File: config.mk
export PLATFORM = sky130hd
export DESIGN_NAME = dff_logic_deser
export DESIGN_NICKNAME = d
export VERILOG_FILES = /design/src/rtl/dff_logic_deser.sv
export SDC_FILE = /design/constraint.sdc
export NUM_CORES = 1
export LEC_CHECK = 0
export CORE_ASPECT_RATIO = 1.75
export CORE_UTILIZATION = 30
export CTS_BUF_LIST = sky130_fd_sc_hd__clkbuf_4 sky130_fd_sc_hd__clkbuf_8 sky130_fd_sc_hd__clkbuf_16
export DETAILED_ROUTE_END_ITERATION = 16
export HOLD_SLACK_MARGIN = 0.05
export PLACE_DENSITY_LB_ADDON = 0.15
export SYNTH_ARGS = -nofsm -noshare
export SYNTH_HDL_FRONTEND = slang
export SYNTH_SLANG_ARGS = --single-unit
export TNS_END_PERCENT = 50
File: constraint.sdc
create_clock -name c -period 2.8 [get_ports c]
set_input_delay 0.56 -clock c [delete_from_list [all_inputs] [get_ports c]]
set_output_delay 0.56 -clock c [all_outputs]
set_load 0.03 [all_outputs]
File: src/rtl/dff_logic_deser.sv
// rtl/dff_logic_deser.sv - serial-to-parallel frame deserializer with sync hunt and lock tracking
module dff_logic_deser #(
    parameter int               WIDTH     = 8,
    parameter logic [WIDTH-1:0] SYNC      = 8'hA5,
    parameter int               WORDS     = 4,
    parameter int               LOCK_MISS = 2
) (
    input  logic             c,
    input  logic             rst,
    input  logic             d,
    output logic [WIDTH-1:0] q,
    output logic             q_valid,
    output logic             locked,
    output logic             sync_err
);

    localparam int BC_W = (WIDTH > 1) ? $clog2(WIDTH) : 1;
    localparam int WC_W = ($clog2(WORDS + 1) > 0) ? $clog2(WORDS + 1) : 1;
    localparam int MC_W = ($clog2(LOCK_MISS + 1) > 0) ? $clog2(LOCK_MISS + 1) : 1;

    localparam logic [BC_W-1:0] BIT_LAST  = BC_W'(WIDTH - 1);
    localparam logic [WC_W-1:0] WORD_LAST = WC_W'(WORDS);
    localparam logic [MC_W-1:0] MISS_LAST = MC_W'(LOCK_MISS);

    typedef enum logic [1:0] {
        HUNT    = 2'd0,
        DATA    = 2'd1,
        SYNCCHK = 2'd2
    } state_t;

    state_t          r_state;
    logic [WIDTH-1:0] r_sr;
    logic [BC_W-1:0] r_bitcnt;
    logic [BC_W-1:0] r_fill;
    logic [WC_W-1:0] r_wordcnt;
    logic [MC_W-1:0] r_misscnt;

    logic [WIDTH-1:0] w_nsr;
    logic [WC_W-1:0]  w_word_next;
    logic [MC_W-1:0]  w_miss_next;
    logic             w_sync_hit;
    logic             w_hunt_match;

    assign w_nsr        = {r_sr[WIDTH-2:0], d};
    assign w_word_next  = r_wordcnt + WC_W'(1);
    assign w_miss_next  = r_misscnt + MC_W'(1);
    assign w_sync_hit   = (w_nsr == SYNC);
    // Hunting only matches once WIDTH fresh bits have arrived, so stale bits never alias a sync.
    assign w_hunt_match = w_sync_hit && (r_fill == BIT_LAST);

    always_ff @(posedge c) begin
        if (rst) begin
            r_state   <= HUNT;
            r_sr      <= '0;
            r_bitcnt  <= '0;
            r_fill    <= '0;
            r_wordcnt <= '0;
            r_misscnt <= '0;
            q         <= '0;
            q_valid   <= 1'b0;
            locked    <= 1'b0;
            sync_err  <= 1'b0;
        end else begin
            r_sr     <= w_nsr;
            q_valid  <= 1'b0;
            sync_err <= 1'b0;
            case (r_state)
                HUNT: begin
                    r_bitcnt  <= '0;
                    r_wordcnt <= '0;
                    r_misscnt <= '0;
                    if (r_fill != BIT_LAST) begin
                        r_fill <= r_fill + BC_W'(1);
                    end
                    if (w_hunt_match) begin
                        r_state <= DATA;
                        locked  <= 1'b1;
                    end
                end
                DATA: begin
                    if (r_bitcnt == BIT_LAST) begin
                        q        <= w_nsr;
                        q_valid  <= 1'b1;
                        r_bitcnt <= '0;
                        if (w_word_next == WORD_LAST) begin
                            r_wordcnt <= '0;
                            r_state   <= SYNCCHK;
                        end else begin
                            r_wordcnt <= w_word_next;
                        end
                    end else begin
                        r_bitcnt <= r_bitcnt + BC_W'(1);
                    end
                end
                SYNCCHK: begin
                    if (r_bitcnt == BIT_LAST) begin
                        r_bitcnt <= '0;
                        if (w_sync_hit) begin
                            r_misscnt <= '0;
                            r_state   <= DATA;
                        end else begin
                            sync_err <= 1'b1;
                            if (w_miss_next == MISS_LAST) begin
                                r_misscnt <= '0;
                                r_fill    <= '0;
                                locked    <= 1'b0;
                                r_state   <= HUNT;
                            end else begin
                                r_misscnt <= w_miss_next;
                                r_state   <= DATA;
                            end
                        end
                    end else begin
                        r_bitcnt <= r_bitcnt + BC_W'(1);
                    end
                end
                default: begin
                    r_state <= HUNT;
                    locked  <= 1'b0;
                end
            endcase
        end
    end

endmodule

==> impl_metrics.csv <==
group,metric,value,unit
status,status,"finished clean",
layout,layout_commonest_cell,"dfxtp_1",
worst_setup_path,endpoint_kind,"flip-flop",
power_and_ir_drop,seq_power_share,40.3,%
worst_hold_path,hold_path_class,"reg -> reg",
drt,firstDrtPassIters,4,
power_and_ir_drop,leakagePower,0.6236,nW
clock_network,clk_latency,0.28,ns
logic_synthesis,syn-num-nets,165,
worst_setup_path,rr_endpoint,"locked",
logic_synthesis,synth_area_leaders,"dfxtp_1, ha_1, nand2_1, a21oi_1, nor2b_1",
worst_hold_path,min_to,"q[2]",
worst_setup_path,worstPathMaxFanout,5,
logic_synthesis,synthCells,152,
placement,place_inst,208,
worst_setup_path,max_stage_delay,0.55,ns
sta,hold_viol,0,
drt,drt_iter0_drc,25,
logic_synthesis,yosysWarnings,0,
worst_setup_path,cpMaxStageDelayCell,"o21ai_0",
layout,syn2layout_area_growth,19.29,%
drt,via_per_inst,5.028,
worst_setup_path,path_class,"in -> reg",
drt,drc,0,
global_routing,grt.total_usage,12.85,%
power_and_ir_drop,switching_power,434.5,uW
placement,dpl.hpwl,1911,um
layout,fin_area,1609,um2
global_routing,antenna_found_initial,0,
placement,dpl_cell_area,1521,um2
sta,clock.fmax,506.5,MHz
layout,final_cell_mix,"dfxtp_1, nand2_1, a21oi_1",
layout,drive_above_1_share,5.422,%
placement,gp_congestion,0.7554,
clock_network,cts_sinks,31,
clock_network,root_buffer,"clkbuf_8",
drt,ant_nets,0,
worst_setup_path,rr_startpoint,"r_fill[0]",
sta,rsz0062_at_grt,"no",
clock_network,htree_num_levels,2,
floorplan,dieArea,4779,um2
clock_network,clockBufferDepth,2,
global_routing,grt_pass1_wl,4478,um
logic_synthesis,synth_cell_types,29,
worst_setup_path,crit_arrival,2.18,ns
clock_network,cts_tree,"yes",
drt,wl_met1,1072,um
sta,slew_headroom,57.93,%
floorplan,die_h,90.70,um
placement,place_ws,0.5436,ns
floorplan,io_pins,14,
worst_hold_path,hold_path.startpoint,"q[2]",
sta,finalSetupTns,0,ns
drt,dr.max_layer_used,"met4",
global_routing,grt_overflow,0,
clock_network,post_cts_resized,0,
power_and_ir_drop,peakVddDrop,0.6056,mV
logic_synthesis,synth-seq-cells,31,
layout,antenna_cells,0,
sta,fin_ws,0.8257,ns
drt,vias,1081,
floorplan,row_count,31,
sta,worst_pin_slew,0.6244,ns
drt,routed_wl,2620,um
logic_synthesis,synth_top_cell_area_share,46.01,%
clock_network,cts_setup_buffers,0,
worst_setup_path,r2r_slack,0.97,ns
worst_setup_path,start_kind,"input pin",
sta,drv_slew,0,
drt,dr_wl_met3,77,um
power_and_ir_drop,powerDensity,804.2,nW/um2
power_and_ir_drop,p_comb_share,32.8,%
logic_synthesis,ys_seq_area_share,46.01,%
layout,fin_nets,179,
power_and_ir_drop,internal_power,859.6,uW
global_routing,grt_max_degree,19,
drt,wl_per_cell,12.19,um
sta,setup_viol,0,
global_routing,grt_pass1_vias,976,
floorplan,core_area,4228,um2
flow_run,maxCapViolations,0,
clock_network,path_clk_slew,0.06,ns
worst_hold_path,whs_path_depth,2,
worst_setup_path,crit_family,"compound AO/OA/AOI/OAI gates",
worst_setup_path,startpoint,"d",
drt,wl_met2,1409,um
logic_synthesis,yosys.area.top_type,"dfxtp_1",
worst_setup_path,cp.required,3.00,ns
worst_setup_path,rr_worst_depth,6,
worst_setup_path,crit_buf_inv,1,
layout,finalNonFillerCells,215,
clock_network,cts_buffers,5,
power_and_ir_drop,clockPowerShare,26.9,%
sta,fin_worst_skew,0.005243,ns
floorplan,start_util,31.90,%
floorplan,die_w,52.69,um
sta,min_period,1.974,ns
logic_synthesis,synth_area_per_cell,8.874,um2
logic_synthesis,synth_area,1349,um2
clock_network,hold_buffers,0,
worst_setup_path,crit_chain,"clkdlybuf4s50_1, nand4bb_1, o21ai_0, o221ai_1, a21oi_1",
sta,fin_crit_sh,70.51,%
power_and_ir_drop,p_sw_share,33.58,%
placement,io_buffers,13,
==> kinds of logic after synthesis <==
| group | after synthesis | synth area share, % |
|---|---|---|
| AND/OR/NAND/NOR | 66 | 24.58 |
| adder cells (fa/ha/maj) | 10 | 9.276 |
| AO/OA/AOI/OAI | 31 | 14.56 |
| XOR/XNOR | 2 | 1.299 |
| multiplexers | 2 | 1.484 |
| flip-flops | 31 | 46.01 |
| buffers and inverters | 10 | 2.783 |
==> layout make-up <==
type / instances / area (um2)
fillers: 437 / 2619
multi-input cells: 111 / 690.7
well taps: 49 / 61.31
clock buffers: 6 / 82.58
flip-flops and latches: 31 / 620.6
repair buffers: 14 / 137.6
inverters: 3 / 11.26
clock inverters: 1 / 5.005
==> routing by layer <==
layer,global-route usage [%],up-vias
li1,-,547
met4,6.579,0
met1,13.44,507
met5,0,-
met3,4.209,6
met2,21.73,21
==> sequential cells by signal, indices dropped and copies added (netlist names) <==
name / cells
locked: 1
q: 8
r_wordcnt: 3
r_misscnt: 2
r_sr: 7
r_bitcnt: 3
sync_err: 1
r_state: 2
r_fill: 3
q_valid: 1
==> worst min-delay path, stage by stage, from the launching register on <==
cell,delay [ns]
dfxtp_1,0.31
nand2_1,0.05
a21oi_1,0.05
==> power groups by stage <==
stage | Combinational (mW) | Sequential [mW] | Clock, mW
after global routing | 0.483 | 0.527 | 0.381
final | 0.425 | 0.521 | 0.348
after floorplan | 0.323 | 0.537 | 0
after global placement | 0.420 | 0.529 | 0
after CTS | 0.429 | 0.521 | 0.363
after detailed placement | 0.427 | 0.530 | 0
==> cells in the mapped netlist <==
master	number
o221ai_1	3
nand4bb_1	2
nand2_1	24
nand2b_1	5
nor4b_1	1
nor2b_1	9
nor3b_1	1
nand3b_1	1
a211o_1	1
nor2_1	13
nor3_1	3
ha_1	10
clkbuf_1	7
a21oi_1	17
a32o_1	1
o21ai_0	4
inv_1	3
mux2i_1	2
and2_1	1
nand3_1	3
a22oi_1	1
dfxtp_1	31
a2111oi_2	1
o31a_1	1
o21bai_1	1
a211oi_1	1
xor2_1	2
or3_1	2
and4b_1	1
==> per-stage QoR <==
step	power [mW]	utilization (%)	hold slack, ns
final	1.294	38.06	0.4510
after global routing	1.390	38.06	0.4765
after CTS	1.314	38.06	0.4540
after detailed placement	0.9570	35.99	0.4453
after global placement	0.9487	35.99	0.4431
after floorplan	0.8602	-	0.4319
==> worst max-delay path by stage <==
| stage | end | slack (ns) | cells after the start |
|---|---|---|---|
| finish | r_fill[1] | 0.83 | 5 |
| detailed placement | r_fill[1] | 0.54 | 5 |
| global route | r_fill[2] | 0.64 | 5 |
| CTS | r_fill[1] | 0.83 | 5 |
| global placement | locked | 0.57 | 5 |
| floorplan | locked | 1.11 | 6 |
Power figures use the tool's default switching activity.
